`src/rtl/rollover_monitor.sv`:
```
// rollover_monitor: counts full 16-count wraps of an upstream counter and raises a held interrupt at a threshold.
// Ports:
//   clk        sole clock, rising edge
//   clr        asynchronous active-high reset (shared with upstream counter clear)
//   rcos       upstream carry at count 7/15
//   rcol       upstream terminal carry at count 15 (a wrap)
//   arm        monitoring window open
//   threshold  wraps that fire irq; 0 never fires
//   ack        clears a pending irq
//   evt_count  wraps counted in the current window
//   half_seen  count-7 boundary passed in the current wrap
//   irq        threshold reached, awaiting ack
//   ovf        sticky, a wrap arrived while irq was pending
//   state      00 IDLE, 01 RUN, 10 FLAG
module rollover_monitor #(
    parameter int CNT_W = 8
) (
    input  logic             clk,
    input  logic             clr,
    input  logic             rcos,
    input  logic             rcol,
    input  logic             arm,
    input  logic [CNT_W-1:0] threshold,
    input  logic             ack,
    output logic [CNT_W-1:0] evt_count,
    output logic             half_seen,
    output logic             irq,
    output logic             ovf,
    output logic [1:0]       state
);
    localparam logic [1:0] IDLE = 2'b00;
    localparam logic [1:0] RUN  = 2'b01;
    localparam logic [1:0] FLAG = 2'b10;
    logic [CNT_W-1:0] inc, cnt_n;
    logic [1:0]       state_n;
    logic             half_n, irq_n, ovf_n, hit, half_upd, refire;
    assign inc      = evt_count + CNT_W'(1);
    assign hit      = (threshold != '0) && (inc == threshold);
    // rcol wins over rcos, so a terminal carry always closes the half window
    assign half_upd = rcol ? 1'b0 : (rcos ? 1'b1 : half_seen);
    // a wrap coincident with ack opens the new window at count 1
    assign refire   = rcol && (threshold == CNT_W'(1));
    always_comb begin
        state_n = state;
        cnt_n   = evt_count;
        half_n  = half_seen;
        irq_n   = irq;
        ovf_n   = ovf;
        case (state)
            IDLE: if (arm) begin
                state_n = RUN;
                cnt_n   = '0;
                half_n  = 1'b0;
                ovf_n   = 1'b0;
            end
            RUN: if (!arm) state_n = IDLE;
            else begin
                half_n = half_upd;
                if (rcol) begin
                    cnt_n = inc;
                    if (hit) begin
                        state_n = FLAG;
                        irq_n   = 1'b1;
                    end
                end
            end
            FLAG: begin
                half_n = half_upd;
                if (ack && arm) begin
                    cnt_n   = rcol ? CNT_W'(1) : '0;
                    irq_n   = refire;
                    state_n = refire ? FLAG : RUN;
                end else if (ack || !arm) begin
                    cnt_n   = ack ? '0 : evt_count;
                    irq_n   = 1'b0;
                    state_n = IDLE;
                end else ovf_n = ovf | rcol;
            end
            default: begin
                state_n = IDLE;
                irq_n   = 1'b0;
            end
        endcase
    end
    always_ff @(posedge clk or posedge clr) begin
        if (clr) begin
            state     <= IDLE;
            evt_count <= '0;
            half_seen <= 1'b0;
            irq       <= 1'b0;
            ovf       <= 1'b0;
        end else begin
            state     <= state_n;
            evt_count <= cnt_n;
            half_seen <= half_n;
            irq       <= irq_n;
            ovf       <= ovf_n;
        end
    end
endmodule

```
`config.mk`:
```
export PLATFORM = sky130hd
export DESIGN_NAME = rollover_monitor
export DESIGN_NICKNAME = d
export VERILOG_FILES = /design/src/rtl/rollover_monitor.sv
export SDC_FILE = /design/constraint.sdc
export NUM_CORES = 1
export LEC_CHECK = 0
export BUFFER_PORTS_ARGS = -buffer_cell sky130_fd_sc_hd__buf_2
export CAP_MARGIN = 40
export CORE_MARGIN = 2
export CORE_UTILIZATION = 59
export CTS_BUF_LIST = sky130_fd_sc_hd__clkbuf_8
export DETAILED_ROUTE_END_ITERATION = 7
export GPL_TIMING_DRIVEN = 1
export PLACE_DENSITY_LB_ADDON = 0.12
export SYNTH_ARGS = -nofsm -noshare
export SYNTH_HDL_FRONTEND = slang
export SYNTH_SLANG_ARGS = --single-unit
```
`constraint.sdc`:
```
create_clock -name clk -period 5 [get_ports clk]
set_input_delay 1 -clock clk [delete_from_list [all_inputs] [get_ports clk]]
set_output_delay 1 -clock clk [all_outputs]
set_load 0.03 [all_outputs]
```
==> Word level (Yosys, flattened, before mapping) <==
Cells that the tools add are included.
{ "word_totals": {"regBits": 13, "input_bits": 14, "out_inout_bits": 13, "wordCells": 66} }
{ "classes": {"addsub": 1, "eq_ne": 14, "mux": 30, "bitwise": 2, "reduce_logical": 14} }
{ "ops": {"columns": ["op", "n"], "rows": [
  ["8-bit two-way mux", 6],
  ["8-bit case mux with 3 select lines", 1],
  ["2-bit two-way mux", 7],
  ["1-bit two-way mux", 12],
  ["2-bit inequality test (second input constant)", 6],
  ["3-bit inequality test (second input constant)", 4],
  ["8-bit by 1-bit adder with 8-bit output (second input constant)", 1],
  ["8-bit by 1-bit equality test with 1-bit output (second input constant)", 1],
  ["8-bit equality test", 1],
  ["4-bit AND reduction", 2],
  ["8-bit nonzero test", 1],
  ["1-bit case mux with 3 select lines", 2],
  ["2-bit case mux with 3 select lines", 1],
  ["6-bit AND reduction", 1],
  ["5-bit AND reduction", 1],
  ["1-bit logical AND", 3],
  ["3-bit AND reduction", 1],
  ["3-bit nonzero test", 1],
  ["2-bit by 1-bit equality test with 1-bit output (second input constant)", 1],
  ["2-bit equality test (second input constant)", 1],
  ["2-bit logical NOT", 1],
  ["1-bit case mux with 2 select lines", 1],
  ["2-bit nonzero test", 1],
  ["1-bit logical NOT", 1],
  ["other kinds (3)", 3]
]} }

==> Longest topological paths before layout <==
{ "logic_depth": {"word_depth": 7, "ltp_mapped": 10} }

==> Worst setup path before layout <==
No wires, ideal clock.
{ "synth_path": {"kind": "input-to-reg", "start": "input threshold[7]", "end": "register state[0]", "arrival_ns": 2.335, "required_ns": 4.875, "setup_slack_ns": 2.540, "path_stages": 7, "path_cell_list": "xor2_1 -> a2111oi_0 -> a21oi_1 -> nand3_1 -> and4b_4 -> o21bai_2 -> mux2_4"} }
{ "synth_between": {"elab_chain_cells": 5} }
{ "synth_rtl": {"columns": ["element", "line_no", "rtl"], "rows": [
  ["start, declared", "23", "input logic [CNT_W-1:0] threshold,"],
  ["8-bit by 1-bit equality test with 1-bit output", "42", "assign refire = rcol && (threshold == CNT_W'(1));"],
  ["1-bit logical AND", "42", null],
  ["2-bit two-way mux", "72", "state_n = refire ? FLAG : RUN;"],
  ["2-bit two-way mux", "69", "if (ack && arm) begin"],
  ["2-bit case mux with 3 select lines", "49", "case (state)"],
  ["end signal, assigned", "93", "state <= state_n;"],
  ["end, declared", "29", "output logic [1:0] state"]
]} }
Several ways; a longest one is shown, not always the timed one.
A chain may end at the register's enable or synchronous reset.

==> Worst setup path in the final report <==
Same ends and word-level chain as after synthesis.

==> results_dict.tcl <==
set metrics [dict create \
    final_area_um2 1240 \
    layout_commonest_cell "buf_2" \
    r2r_cells 8 \
    leakage_nw 0.581 \
    drv_cap 0 \
    powerDensity_nw_per_um2 348 \
    synth_edf_count 0 \
    worstHoldStart "irq" \
    clock_latency_ns 0.24 \
    cts_setup_buffers 0 \
    ys_ff_latch 13 \
    worstSetupPathType "in -> reg" \
    hold_path_class "reg -> reg" \
    port_buffers 26 \
    min_path_cells 1 \
    wl_per_cell_um 13.8 \
    grt_pass1_wl_um 4050 \
    async_flop_share_pct 100 \
    min_period_ns 2.43 \
    fin_nets 179 \
    cts_root_buffer "clkbuf_8" \
    rrSetupSlack_ns 2.66 \
    grt_util_met1_pct 37.5 \
    grt_overflow 0 \
    drt_iter0_drc 38 \
    clkTransAtPathRegs_ns 0.06 \
    sequentialPowerShare_pct 31.6 \
    cts_max_level 1 \
    die_w_um 46.6 \
    dr.pass1.iters 4 \
    period_share_pct 48.6 \
    ys_types 40 \
    swShare_pct 43.4 \
    post-dp-hpwl_um 1840 \
    relSlewSlack_pct 66.0 \
    cts_hold_buf 0 \
    antenna_found_initial 0 \
    antenna_cells 0 \
    netlist_area_um2 1070 \
    tns_ns 0 \
    worstPathArrival_ns 2.56 \
    status "finished clean" \
    layout_common_cells "buf_2 (26), o21ai_0 (15), nand2_1 (14), dfrtp_1 (13), nor2_1 (11)" \
    critPathRequiredTime_ns 5.13 \
    crit_start "threshold[7]" \
    dpl_cell_area_um2 1200 \
    fmax_mhz 411 \
    end_kind "register" \
    die-height_um 46.6 \
    pwr-share-clk_pct 21.6 \
    ys_seq_area_share_pct 30.3 \
    clock_path_buffers 2 \
    via_count 1058 \
    gp_congestion 0.890 \
    ir_drop_uv 296 \
    globalRouteMet3Util_pct 5.10 \
    synth_nets 156 \
    cts_tree "done" \
    cts.repair.resized 0 \
    antenna_left 0 \
    cts_buffers 3 \
    routed_wl_um 2530 \
    synthFlopType "dfrtp_1" \
    grt_max_degree 14 \
    track_usage_pct 26.1 \
    start_util_pct 62.1 \
    hold_path_end "irq" \
    rsz0062_at_grt "no" \
    slew_violations 0 \
    total_power_w 0.000432 \
    ios 27 \
    design.core.area_um2 1730 \
    hold_viol_final 0 \
    internal_power_w 0.000245 \
    syn_inst 136 \
    std_cell_rows 15 \
    die-area_um2 2170 \
    switchingPower_w 0.000187 \
    grt_busiest_layer "met2" \
    crit_fanout 5 \
    yosysWarnings 0 \
    first_global_vias 891 \
    drc 0 \
    gr-usage-met2_pct 38.6 \
    fin_worst_skew_ns 0.00324 \
    drive_gt1_share_pct 22.2 \
    cts.sink_count 13 \
    fillers 156 \
    r2r_start "state[1]" \
    via_per_inst 5.78 \
    setup_viol 0 \
    critPathLaunchType "primary input" \
    worst_r2r_endpoint "evt_count[6]" \
    combPwrFrac_pct 46.8 \
    area_growth_pct 16.0 \
    syn-mean-instance-area_um2 7.88 \
    tightest_slew_ns 0.510 \
]
stage by stage:
stage               hold WS, ns  util [%]  std cells  setup slack [ns]
global placement          0.480      69.4        179              2.36
global route              0.530      72.0        183              2.32
finish                    0.487      72.0        183              2.57
detailed placement        0.479      69.4        179              2.34
floorplan                 0.661         -        136              2.54
CTS                       0.495      72.0        183              2.59
final cells by class:
cell class	count	area, um2	share of cell area [%]
Clock buffer	3	41.3	3.32
Clock inverter	1	3.75	0.302
Tap cell	25	31.3	2.52
Inverter	8	30.0	2.41
Multi-Input combinational cell	107	682	54.8
Sequential cell	13	325	26.2
Timing Repair Buffer	26	130	10.5
critical path: stages:
cell	delay (ns)
buf_2	0.11
xor2_1	0.18
a2111oi_0	0.45
a21oi_1	0.07
nand3_1	0.09
and4b_4	0.26
o21bai_2	0.09
mux2_4	0.30
synthesized netlist by cell type (2+ instances only):
master,count,share of area [%]
clkbuf_1,6,2.1
o21ai_0,15,7.0
a2111oi_0,2,1.6
a31oi_1,4,2.3
nor3_1,2,0.93
xor2_1,3,2.5
dfrtp_1,13,30
nor2_1,11,3.9
nand2b_1,2,1.2
nand2_1,14,4.9
a21oi_1,9,4.2
a22o_1,2,1.6
xnor2_1,5,4.1
inv_1,8,2.8
o31ai_1,3,2.1
ha_1,6,7.0
nand3_1,8,3.7
sequential cells by signal (all words and copies together) (netlist names):
register / count
state: 2
ovf: 1
irq: 1
evt_count: 8
half_seen: 1
power by group through the flow:
stage / registers (W) / logic, W / clock network, W
3_3_place_gp: 0.000137 / 0.000192 / 0
3_5_place_dp: 0.000138 / 0.000198 / 0
6_report: 0.000137 / 0.000202 / 0.0000935
4_1_cts: 0.000136 / 0.000200 / 0.0000938
2_1_floorplan: 0.000157 / 0.000129 / 0
5_1_grt: 0.000139 / 0.000224 / 0.000100
worst max-delay path by stage:
stage and to:
2_1_floorplan state[0], 3_3_place_gp state[0], 3_5_place_dp state[0], 4_1_cts state[0], 5_1_grt state[0], 6_report state[0]
logic make-up (layout without fill, tap and decap cells):
family / Yosys count / in the layout / synth area share [%]
xor gates and xnor gates: 8 / 8 / 6.53
and+or+nand+nor: 48 / 48 / 22.6
buffers and inverters: 16 / 38 / 6.07
adders and majority gates: 6 / 6 / 7.00
AOI/OAI and AO/OA: 44 / 44 / 26.0
DFF: 13 / 13 / 30.3
muxes: 1 / 1 / 1.40
layer usage:
layer  vias up  share of wire, %
met3         4               5.4
met5         -                 0
met1       485                49
met4         0              0.83
met2        34                45
li1        535                 -
(Power assumes the default switching activity.)
